--- src/rtl/serial_twos_neg.sv ---
// serial_twos_neg: LSB-first serial PASS/NEG/ABS of W-bit two's-complement words.
module serial_twos_neg #(
  parameter int W = 8
) (
  input  logic       t_clk,
  input  logic       r,
  input  logic       in_valid,
  input  logic       in_bit,
  input  logic       in_sof,
  input  logic [1:0] mode,
  output logic       y,
  output logic       y_valid,
  output logic       y_last,
  output logic       ovf
);
  localparam int CW = $clog2(W);
  localparam logic [CW-1:0] LAST = CW'(W - 1);
  localparam logic [W-1:0] MIN = {1'b1, {(W-1){1'b0}}};
  typedef enum logic {IDLE, SHIFT} state_t;
  state_t state, state_n;
  logic busy, busy_n, neg, neg_n, seen, seen_n, ovf_w, ovf_w_n;
  logic acc, xfer, last, run, neg_in, y_n, yv_n, yl_n, ovf_n;
  logic [CW-1:0] cnt, cnt_n, ocnt, ocnt_n, idx;
  logic [W-1:0] ibuf, ibuf_n, osr, osr_n, word;
  logic [1:0] m, m_n;
  always_comb begin
    acc = in_valid && (in_sof || busy);
    idx = in_sof ? '0 : cnt;
    xfer = acc && idx == LAST;
    word = {in_bit, ibuf[W-1:1]};
    neg_in = m == 2'b01 || (m == 2'b10 && in_bit);
    last = state == SHIFT && ocnt == LAST;
    run = state == SHIFT && !last;
    m_n = acc && in_sof ? mode : m;
    busy_n = acc ? !xfer : busy;
    cnt_n = acc ? (xfer ? '0 : idx + CW'(1)) : cnt;
    ibuf_n = acc ? word : ibuf;
    state_n = xfer ? SHIFT : last ? IDLE : state;
    ocnt_n = xfer ? '0 : run ? ocnt + CW'(1) : ocnt;
    osr_n = xfer ? word >> 1 : run ? osr >> 1 : osr;
    neg_n = xfer ? neg_in : neg;
    // seen tracks whether a 1 has already been emitted in this word
    seen_n = xfer ? word[0] : run ? seen | osr[0] : seen;
    ovf_w_n = xfer ? neg_in && word == MIN : ovf_w;
    y_n = xfer ? word[0] : run && (osr[0] ^ (neg & seen));
    yv_n = xfer || run;
    yl_n = run && ocnt + CW'(1) == LAST;
    ovf_n = yl_n && ovf_w;
  end
  always_ff @(posedge t_clk or posedge r) begin
    if (r) begin
      state <= IDLE;
      busy <= 1'b0;
      cnt <= '0;
      ocnt <= '0;
      ibuf <= '0;
      osr <= '0;
      m <= '0;
      neg <= 1'b0;
      seen <= 1'b0;
      ovf_w <= 1'b0;
      y <= 1'b0;
      y_valid <= 1'b0;
      y_last <= 1'b0;
      ovf <= 1'b0;
    end else begin
      state <= state_n;
      busy <= busy_n;
      cnt <= cnt_n;
      ocnt <= ocnt_n;
      ibuf <= ibuf_n;
      osr <= osr_n;
      m <= m_n;
      neg <= neg_n;
      seen <= seen_n;
      ovf_w <= ovf_w_n;
      y <= y_n;
      y_valid <= yv_n;
      y_last <= yl_n;
      ovf <= ovf_n;
    end
  end
endmodule

--- config.mk ---
export PLATFORM = sky130hd
export DESIGN_NAME = serial_twos_neg
export DESIGN_NICKNAME = d
export VERILOG_FILES = /design/src/rtl/serial_twos_neg.sv
export SDC_FILE = /design/constraint.sdc
export NUM_CORES = 1
export LEC_CHECK = 0
export BUFFER_PORTS_ARGS = -buffer_cell sky130_fd_sc_hd__buf_2
export CAP_MARGIN = 25
export CORE_ASPECT_RATIO = 1.4
export CORE_MARGIN = 4
export CORE_UTILIZATION = 45
export CTS_CLUSTER_SIZE = 8
export DETAILED_ROUTE_END_ITERATION = 7
export SLEW_MARGIN = 15
export SYNTH_ARGS = -nofsm -noshare
export SYNTH_HDL_FRONTEND = slang
export SYNTH_SLANG_ARGS = --single-unit
--- constraint.sdc ---
create_clock -name t_clk -period 1.8 [get_ports t_clk]
set_input_delay 0.18 -clock t_clk [delete_from_list [all_inputs] [get_ports t_clk]]
set_output_delay 0.18 -clock t_clk [all_outputs]
set_load 0.03 [all_outputs]
==> impl_metrics.env, run 1 <==
export IMPL_place_congestion=0.720
export IMPL_finalSetupTns_ns=0
export IMPL_cts_root_buf="clkbuf_8"
export IMPL_via_count=916
export IMPL_dieArea_um2=4100
export IMPL_peakVddDrop_mv=0.823
export IMPL_h_tree_depth=2
export IMPL_grt_pass1_vias=956
export IMPL_crit_type="flip-flop to flip-flop"
export IMPL_clk_latency_ns=0.28
export IMPL_hold_path_class="input port to flip-flop"
export IMPL_max_clock_freq_mhz=635
export IMPL_cts_buffer_depth=2
export IMPL_period_share_pct=87.5
export IMPL_wire_per_inst_um=13.6
export IMPL_layout_nets=153
export IMPL_endpoint_kind="flip-flop"
export IMPL_cts_setup_buffers=0
export IMPL_critPathLaunchType="flip-flop"
export IMPL_cts_sinks=31
export IMPL_die_x_um=55.3
export IMPL_worstHoldEndpoint="m[0]"
export IMPL_overflow=0
export IMPL_cts_inserted_buffers=5
export IMPL_syn_nets=138
export IMPL_finalWorstPathRequiredPeriod_ns=1.57
export IMPL_tightest_slew_ns=0.504
export IMPL_cts_tree="done"
export IMPL_yosys_top_cells_area="dfrtp_1 (55%), nand2_1 (7.7%), mux2_4 (5.3%), ha_1 (4.4%), mux2_2 (4.0%)"
export IMPL_yosysWarnings=0
export IMPL_synth_top_cell_area_share_pct=55.1
export IMPL_grt_usage_pct=14.2
export IMPL_instances_no_fill=178
export IMPL_diodes=0
export IMPL_power_density_nw_per_um2=1060
export IMPL_first_pass_iters=4
export IMPL_hold_slack_ns=0.132
export IMPL_fillCellCount=295
export IMPL_power_total_uw=1670
export IMPL_syn2layout_area_growth_pct=11.7
export IMPL_port_buffers=10
export IMPL_synth_cells=126
export IMPL_rr_worst_depth=7
export IMPL_arrival_ns=1.71
export IMPL_cap_violations=0
export IMPL_final_util_pct=53.6
export IMPL_wirelength_um=2430
export IMPL_drive_above_1_share_pct=23.4
export IMPL_syn_avg_cell_area_um2=11.2
export IMPL_syn_area_um2=1410
export IMPL_p_leak_uw=0.000772
export IMPL_cp_data_required_time_ns=1.93
export IMPL_drt_initial_drc_count=25
export IMPL_ys_seq_elements=31
export IMPL_rr_endpoint="osr[3]"
export IMPL_slew_headroom_pct=66.3
export IMPL_grt_max_degree=32
export IMPL_grt_setup_unrepaired="false"
export IMPL_detail_route_antenna_nets=0
export IMPL_hold_violations=0
export IMPL_timing_final_max_slew_violations=0
export IMPL_io_pins=11
export IMPL_status="finished, final reports clean"
export IMPL_die_y_um=74.2
export IMPL_drc=0
export IMPL_path_clk_slew_ns=0.06
export IMPL_yosysSeqAreaShare_pct=55.1
export IMPL_rows=23
export IMPL_r2r_start="cnt[0]"
export IMPL_yosys_cell_types_count=28
export IMPL_hp_start="mode[0]"
export IMPL_dp_cells=170
export IMPL_hold_depth=2
export IMPL_detail_route_vias_per_cell=5.15
export IMPL_crit_path_max_fanout=19
export IMPL_ff2ff_setup_slack_ns=0.23
export IMPL_grt_pass1_wl_um=4440
export IMPL_start_util_pct=48.0
export IMPL_hpwlAfterDp_um=1720
export IMPL_yosys_area_top_type="dfrtp_1"
export IMPL_setup_viol=0
export IMPL_antenna_found_initial=0
export IMPL_design_core_area_um2=2940
export IMPL_skew_ns=0.00260
## worst max path at each step
stage | start | endpoint | slack (ns) | cells after the start
2_1_floorplan | cnt[1] | y | 0.39 | 5
3_5_place_dp | in_sof | ovf_w | 0.21 | 6
3_3_place_gp | in_sof | ovf_w | 0.25 | 6
5_1_grt | cnt[0] | osr[3] | 0.06 | 7
6_report | cnt[0] | osr[3] | 0.23 | 7
4_1_cts | cnt[0] | ovf_w | 0.19 | 6
## flip-flops by register name, summed over array words and instances, names as in the netlist
register and cells:
busy 1, cnt 3, ibuf 7, m 2, neg 1, ocnt 3, osr 7, ovf 1
ovf_w 1, seen 1, state 1, y 1, y_last 1, y_valid 1
## timing repair
| action | in CTS | in global routing |
|---|---|---|
| setup endpoints to repair | 0 | 0 |
| hold endpoints to repair | 31 | 0 |
| gates resized for setup | 0 | 0 |
| hold buffers | 1 | 0 |
## cells in the mapped netlist
master,instances
dfrtp_1,31
nand2_1,29
nor2_1,8
a31oi_1,6
a21oi_1,5
ha_1,5
mux2_2,5
mux2_4,5
o21ai_0,4
buf_6,3
inv_1,3
nand2b_1,3
nor2b_1,3
o31ai_1,2
a211oi_1,1
a32oi_1,1
and2_1,1
and3_1,1
buf_2,1
buf_4,1
clkbuf_2,1
nand3_2,1
nor4_1,1
nor4b_1,1
o211a_1,1
o211ai_4,1
o21ai_2,1
xor2_1,1
## power by group
group	switching [µW]	internal (µW)	leakage [µW]
Clock	240	299	0.0000470
Sequential	90.4	803	0.000353
Combinational	99.2	139	0.000372
Total	430	1240	0.000772
## critical path, cell delays in order, from the launching register on
cell and delay [ns]:
dfrtp_1 0.32, inv_1 0.04, nor2_1 0.14, ha_1 0.17, ha_1 0.28, o211ai_4 0.24
nor2_1 0.17, a31oi_1 0.06
## cell usage in the layout, fill, tap and decap left out
cell           count
dfrtp_1           31
nand2_1           29
buf_2             10
nor2_1             8
a31oi_1            6
clkbuf_8           6
mux2_4             5
a21oi_1            5
mux2_2             5
ha_1               5
o21ai_0            4
nand2b_1           3
nor2b_1            3
inv_1              3
buf_4              3
o31ai_1            2
o211ai_4           1
o21ai_2            1
a32oi_1            1
o211a_1            1
a211oi_1           1
nand3_2            1
xor2_1             1
and3_1             1
and2_1             1
nor4_1             1
nor4b_1            1
clkinv_2           1
dlygate4sd3_1      1
## layout make-up
cell class / count / area [µm²] / area share (%)
clock buffer: 6 / 82.6 / 5.25
clock inverter: 1 / 5.00 / 0.318
inverter: 3 / 11.3 / 0.715
multi-input combinational: 86 / 571 / 36.2
sequential: 31 / 776 / 49.3
tap: 37 / 46.3 / 2.94
timing repair buffer: 14 / 82.6 / 5.25
## metal layers
metal	share of wire, %	track usage [%]	vias to the layer above
li1	-	-	459
met1	45	16.5	435
met2	49	23.8	18
met3	3.9	5.38	4
met4	1.6	5.68	0
met5	0	0	-
## per-stage QoR
| step | area, µm² | worst slack, ns |
|---|---|---|
| after floorplan | 1410 | 0.392 |
| after global routing | 1570 | 0.0641 |
| final | 1570 | 0.225 |
| after detailed placement | 1480 | 0.206 |
| after CTS | 1570 | 0.189 |
| after global placement | 1480 | 0.248 |
## kinds of logic after synthesis
logic type | Yosys count | synth area share, %
adders and majority gates | 5 | 4.44
AOI/OAI and AO/OA | 22 | 10.9
buffers and inverters | 9 | 4.44
muxes | 10 | 9.32
DFF | 31 | 55.1
and+or+nand+nor | 48 | 15.2
xor gates and xnor gates | 1 | 0.622
No activity file was read; power rests on OpenSTA's default activity.
==> run 2: changes to the inputs <==
--- a/config.mk
+++ b/config.mk
@@ -6,12 +6,13 @@
 export NUM_CORES = 1
 export LEC_CHECK = 0
 export BUFFER_PORTS_ARGS = -buffer_cell sky130_fd_sc_hd__buf_2
-export CAP_MARGIN = 25
+export CAP_MARGIN = 15
 export CORE_ASPECT_RATIO = 1.4
 export CORE_MARGIN = 4
 export CORE_UTILIZATION = 45
 export CTS_CLUSTER_SIZE = 8
 export DETAILED_ROUTE_END_ITERATION = 7
+export PLACE_DENSITY = 0.65
 export SLEW_MARGIN = 15
 export SYNTH_ARGS = -nofsm -noshare
 export SYNTH_HDL_FRONTEND = slang
==> constraint.sdc (replaced) <==
create_clock -name t_clk -period 1.4 [get_ports t_clk]
set_input_delay 0.14 -clock t_clk [delete_from_list [all_inputs] [get_ports t_clk]]
set_output_delay 0.14 -clock t_clk [all_outputs]
set_load 0.03 [all_outputs]
==> run 2 against run 1 <==
Net effect: the run now ends with setup timing left; global-route usage is 1.8 points higher; final area is 19% higher; die area stayed put; via count is 14% higher; worst hold slack worse by 0.046 ns; clock power is 22% higher; critical endpoint is now state; largest cell class unchanged.
==> impl_metrics.env, run 2 (synthesis results as in run 1) <==
export IMPL_post_dp_cell_area_um2=1540
export IMPL_drc=0
export IMPL_wirelength_um=2890
export IMPL_arrival_ns=1.61
export IMPL_crit_slowest_cell="dfrtp_1"
export IMPL_path_clk_slew_ns=0.06
export IMPL_hold_slack_ns=0.0858
export IMPL_reg_top3="ibuf: 7 flops, osr: 7 flops"
export IMPL_io_pins=11
export IMPL_design_core_area_um2=2940
export IMPL_die_x_um=55.3
export IMPL_violations="setup timing"
export IMPL_p_seq_share_pct=50.7
export IMPL_overflow=0
export IMPL_first_pass_iters=4
export IMPL_power_density_nw_per_um2=1230
export IMPL_antenna_found_initial=0
export IMPL_detail_route_vias_per_cell=5.28
export IMPL_path_cells="nor2b_4 -> ha_4 -> ha_4 -> o211ai_4 -> buf_6 -> buf_6 -> nand2_2"
export IMPL_cts_tree="done"
export IMPL_crit_type="flip-flop to flip-flop"
export IMPL_tightest_slew_ns=0.394
export IMPL_max_clock_freq_mhz=701
export IMPL_fillCellCount=243
export IMPL_finalSetupTns_ns=-0.144
export IMPL_cp_data_required_time_ns=1.58
export IMPL_critPathLaunchType="flip-flop"
export IMPL_status="finished with violations"
export IMPL_diodes=0
export IMPL_grt_usage_pct=16.0
export IMPL_grt_pass1_wl_um=4930
export IMPL_dieArea_um2=4100
export IMPL_hold_violations=0
export IMPL_timing_final_max_slew_violations=0
export IMPL_layout_common_cells="dfrtp_1 (31), nand2_1 (25), buf_2 (12), buf_4 (11), buf_6 (7)"
export IMPL_cap_violations=0
export IMPL_setup_viol=8
export IMPL_peakVddDrop_mv=0.864
export IMPL_instances_no_fill=197
export IMPL_drt_initial_drc_count=21
export IMPL_swShare_pct=27.2
export IMPL_internal_power_uw=1670
export IMPL_skew_ns=0.00596
export IMPL_place_ws_ns=-0.145
export IMPL_h_tree_depth=2
export IMPL_rows=23
export IMPL_grt_setup_unrepaired="true"
export IMPL_cts_sinks=31
export IMPL_hpwlAfterDp_um=1640
export IMPL_fin_ws_ns=-0.0269
export IMPL_p_switching_uw=623
export IMPL_slew_headroom_pct=73.8
export IMPL_crit_path_max_fanout=7
export IMPL_syn2layout_area_growth_pct=32.5
export IMPL_endpoint_kind="flip-flop"
export IMPL_grt_max_degree=32
export IMPL_detail_route_antenna_nets=0
export IMPL_via_count=1040
export IMPL_final_common_cell="dfrtp_1"
export IMPL_critPathMaxStageDelay_ns=0.39
export IMPL_grt_pass1_vias=1053
export IMPL_drive_above_1_share_pct=44.4
export IMPL_cts_inserted_buffers=5
export IMPL_cts_root_buf="clkbuf_8"
export IMPL_p_leak_uw=0.000863
export IMPL_port_buffers=10
export IMPL_finalWorstPathRequiredPeriod_ns=1.43
export IMPL_layout_nets=171
export IMPL_dp_cells=177
export IMPL_cts_buffer_depth=2
export IMPL_place_congestion=0.742
export IMPL_period_share_pct=102
export IMPL_combPwrFrac_pct=20.6
export IMPL_ff2ff_setup_slack_ns=-0.03
export IMPL_clk_latency_ns=0.28
export IMPL_hold_path_class="input port to flip-flop"
export IMPL_start_util_pct=48.0
export IMPL_p_clk_share_pct=28.7
export IMPL_fin_area_um2=1870
export IMPL_die_y_um=74.2
export IMPL_wire_per_inst_um=14.7
[run 2: repair_timing]
| item | in CTS | in global routing |
|---|---|---|
| cloned | 2 | 1 |
| pin swaps | 2 | 5 |
| buffers inserted | 5 | 3 |
| hold buffers | 1 | 0 |
| setup endpoints to repair | 19 | 19 |
| endpoints found under the hold margin | 31 | 0 |
| resized for setup | 21 | 21 |
[run 2: layout make-up]
class	count	area, µm²	share of cell area [%]
clock buffers	7	76.3	4.09
clock inverters	1	5.00	0.268
inverters	3	11.3	0.603
multi-input cells	86	701	37.5
flip-flops and latches	31	776	41.6
well taps	37	46.3	2.48
repair buffers	32	251	13.5
[run 2: power groups by stage]
stage | Clock (µW) | Combinational, µW | Sequential [µW]
2_1_floorplan | 0 | 263 | 1130
3_3_place_gp | 0 | 331 | 1150
3_5_place_dp | 0 | 343 | 1160
4_1_cts | 681 | 395 | 1140
5_1_grt | 737 | 524 | 1180
6_report | 657 | 471 | 1160
[run 2: final timing paths]
path,depth (start not counted),startpoint,to
max,7,cnt[1],state
min,2,mode[0],m[0]
max reg2reg,7,cnt[1],state
min reg2reg,1,ovf_w,ovf
max in group asynchronous,4,r,osr[6]
min in group asynchronous,4,r,ocnt[1]
[run 2: through the flow]
stage | power, µW | util, %
floorplan | 1390 | -
global placement | 1480 | 52.5
detailed placement | 1500 | 52.5
global route | 2440 | 63.6
finish | 2290 | 63.6
CTS | 2220 | 60.1
[run 2: critical path, delay by kind of cell, from the launching register on]
family	cells	cell delay (ns)
AO/OA/AOI/OAI	1	0.15
adder cells (fa/ha/maj)	2	0.33
flip-flops	1	0.39
AND/OR/NAND/NOR	2	0.18
buffers and inverters	2	0.28
[run 2: per-layer routing]
metal	share of wire, %	wire length (µm)	global-route usage [%]
met2	54	1560	26.2
met4	2.4	70	11.1
met1	40	1150	18.0
met3	3.7	107	4.69
met5	0	0	0
==> run 3: changes to the inputs <==
--- a/config.mk
+++ b/config.mk
@@ -5,6 +5,7 @@
 export SDC_FILE = /design/constraint.sdc
 export NUM_CORES = 1
 export LEC_CHECK = 0
+export ABC_AREA = 1
 export BUFFER_PORTS_ARGS = -buffer_cell sky130_fd_sc_hd__buf_2
 export CAP_MARGIN = 15
 export CORE_ASPECT_RATIO = 1.4
@@ -12,7 +13,6 @@
 export CORE_UTILIZATION = 45
 export CTS_CLUSTER_SIZE = 8
 export DETAILED_ROUTE_END_ITERATION = 7
-export PLACE_DENSITY = 0.65
 export SLEW_MARGIN = 15
 export SYNTH_ARGS = -nofsm -noshare
 export SYNTH_HDL_FRONTEND = slang
==> run 3 against run 2 <==
Net effect: the flow now finishes without violations; total power is 18% higher; largest power group unchanged; routed wire length is 3.2% higher; maximum frequency is 6.7% higher.
==> impl_metrics.env, run 3 <==
export IMPL_synth_simple_gate_area_share_pct=26.5
export IMPL_via_count=1151
export IMPL_critPathMaxStageDelay_ns=0.33
export IMPL_ff2ff_setup_slack_ns=0.06
export IMPL_peakVddDrop_mv=0.865
export IMPL_io_pins=11
export IMPL_synth_cells=174
export IMPL_cts_sinks=31
export IMPL_drt_initial_drc_count=19
export IMPL_cp_data_required_time_ns=1.57
export IMPL_port_buffers=10
export IMPL_post_dp_cell_area_um2=1560
export IMPL_hold_violations=0
export IMPL_reg_top3="ibuf: 7 flops, osr: 7 flops"
export IMPL_place_congestion=0.721
export IMPL_drc=0
export IMPL_yosys_top_cells_area="dfrtp_1 (53%), nand2_1 (11%), nand3_1 (7.2%), inv_1 (6.5%), nor2_1 (4.9%)"
export IMPL_yosys_area_top_type="dfrtp_1"
export IMPL_synth_top_family_by_area="simple AND/OR/NAND/NOR gates"
export IMPL_synth_ff_type="dfrtp_1"
export IMPL_dieArea_um2=4210
export IMPL_crit_buf_inv=2
export IMPL_cts_tree="done"
export IMPL_diodes=0
export IMPL_detail_route_antenna_nets=0
export IMPL_h_tree_depth=2
export IMPL_synth_xor_xnor_area_share_pct=0
export IMPL_path_cells="inv_1 -> nor2_2 -> ha_4 -> ha_4 -> nand2_8 -> clkbuf_16 -> nand3_1 -> nand3_1"
export IMPL_seqCellArea_um2=776
export IMPL_synth_top_cell_area_share_pct=53.4
export IMPL_wirelength_um=2980
export IMPL_final_common_cell="nand2_1"
export IMPL_overflow=0
export IMPL_status="finished, final reports clean"
export IMPL_rr_worst_depth=8
export IMPL_cts_buffer_depth=2
export IMPL_critPathLaunchType="flip-flop"
export IMPL_fillCellCount=308
export IMPL_slew_headroom_pct=73.2
export IMPL_hp_start="mode[1]"
export IMPL_hold_depth=3
export IMPL_grt_usage_pct=15.7
export IMPL_grt_pass1_vias=1156
export IMPL_r2r_start="cnt[1]"
export IMPL_multi_input_area_um2=613
export IMPL_hold_path_class="input port to flip-flop"
export IMPL_ys_top_cells_by_count="nand2_1 (44), dfrtp_1 (31), inv_1 (25), nand3_1 (21), nor2_1 (19)"
export IMPL_start_util_pct=46.5
export IMPL_grt_max_degree=32
export IMPL_ys_seq_elements=31
export IMPL_cts_inserted_buffers=5
export IMPL_crit_slowest_cell="dfrtp_1"
export IMPL_wire_per_inst_um=12.7
export IMPL_layout_common_cells="nand2_1 (42), dfrtp_1 (31), inv_1 (23), nand3_1 (21), nor2_1 (16)"
export IMPL_period_share_pct=95.5
export IMPL_layout_nets=206
export IMPL_timing_final_max_slew_violations=0
export IMPL_fin_area_um2=1800
export IMPL_rows=24
export IMPL_clk_latency_ns=0.29
export IMPL_antenna_found_initial=0
export IMPL_cap_violations=0
export IMPL_finalWorstPathRequiredPeriod_ns=1.34
export IMPL_max_clock_freq_mhz=748
export IMPL_drive_above_1_share_pct=21.0
export IMPL_synth_compound_area_share_pct=5.86
export IMPL_endpoint_kind="flip-flop"
export IMPL_arrival_ns=1.51
export IMPL_setup_viol=0
export IMPL_detail_route_vias_per_cell=4.92
export IMPL_cts_root_buf="clkbuf_8"
export IMPL_yosys_area_share_adder_pct=4.31
export IMPL_p_leak_uw=0.000903
export IMPL_dp_cells=222
export IMPL_die_x_um=56.0
export IMPL_synth_edf_count=0
export IMPL_yosys_cell_types_count=18
export IMPL_power_density_nw_per_um2=1500
export IMPL_yosysSeqAreaShare_pct=53.4
export IMPL_syn_avg_cell_area_um2=8.35
export IMPL_power_total_uw=2710
export IMPL_crit_path_max_fanout=7
export IMPL_critPathTopFamily="simple AND/OR/NAND/NOR gates"
export IMPL_die_y_um=75.2
export IMPL_synthArstFlopShare_pct=100
export IMPL_rr_endpoint="seen"
export IMPL_first_pass_iters=4
export IMPL_yosysWarnings=0
export IMPL_syn2layout_area_growth_pct=24.2
export IMPL_worstHoldEndpoint="m[1]"
export IMPL_grt_setup_unrepaired="true"
export IMPL_synth_most_common_cell="nand2_1"
export IMPL_design_core_area_um2=3120
export IMPL_syn_area_um2=1450
export IMPL_hpwlAfterDp_um=1970
export IMPL_instances_no_fill=234
export IMPL_skew_ns=0.00525
export IMPL_grt_pass1_wl_um=5000
export IMPL_path_clk_slew_ns=0.06
export IMPL_syn_nets=186
export IMPL_synth_mux_area_share_pct=0
export IMPL_crit_type="flip-flop to flip-flop"
export IMPL_tightest_slew_ns=0.401
-- run 3: changes by cell type in the layout (fill, tap and decap cells not counted), moves of 6 or more --
cell     previous run  this run
nand2_1            25        42
buf_4              11         4
buf_6               7         1
inv_1               2        23
nor2_1              4        16
o21ai_0             1        11
nand3_1             0        21
-- run 3: cell type report --
cell class                      count  area share (%)
Clock buffer                        8            5.55
Inverter                           26            5.55
Multi-Input combinational cell    111            34.0
Sequential cell                    31            43.0
Tap cell                           39            2.70
Timing Repair Buffer               19            9.22
-- run 3: worst max path at each step --
stage                  from  endpoint  slack, ns  cells past startpoint
finish               cnt[1]      seen       0.06                      8
global route        ocnt[1]    osr[6]      -0.02                      7
CTS                  cnt[0]    osr[5]      0.002                      8
detailed placement   cnt[0]      seen      -0.02                      8
global placement     cnt[0]      seen       0.01                      8
floorplan            cnt[0]    osr[4]       0.06                      9
-- run 3: routing by layer --
layer / vias up / track usage (%) / share of wire (%)
met2: 20 / 28.2 / 53
met5: - / 0 / 0
li1: 576 / - / -
met3: 10 / 3.60 / 3.3
met1: 545 / 16.2 / 39
met4: 0 / 11.1 / 4.2
-- run 3: cell families (layout without fill, tap and decap cells) --
family	Yosys count	in the layout
adders and majority gates	5	5
DFF	31	31
and+or+nand+nor	89	89
buffers and inverters	32	53
AOI/OAI and AO/OA	17	17
-- run 3: power breakdown --
part | total, µW | switching, µW | internal [µW]
Sequential | 1210 | 134 | 1070
Clock | 772 | 324 | 448
Combinational | 729 | 425 | 304
-- run 3: worst min-delay path, delay by kind of cell --
kind,cells,cell delay [ns]
AO/OA/AOI/OAI,1,0.10
buffers and inverters,1,0.07
AND/OR/NAND/NOR,1,0.03
-- run 3: repair_timing --
item | in CTS | in global routing
cloned | 0 | 2
pin swaps | 1 | 4
endpoints found under the setup margin | 10 | 14
hold buffers | 1 | 0
endpoints found under the hold margin | 31 | 0
setup buffers | 1 | 0
gates resized for setup | 3 | 19
-- run 3: stage by stage --
| step | hold WS [ns] | setup WS (ns) | utilization [%] | TNS [ns] |
|---|---|---|---|---|
| after global routing | 0.103 | -0.0175 | 57.8 | -0.0363 |
| after CTS | 0.0930 | 0.00218 | 54.3 | 0 |
| after detailed placement | 0.242 | -0.0225 | 49.9 | -0.103 |
| final | 0.0960 | 0.0628 | 57.8 | 0 |
| after floorplan | 0.244 | 0.0588 | - | 0 |
| after global placement | 0.236 | 0.0115 | 49.9 | 0 |
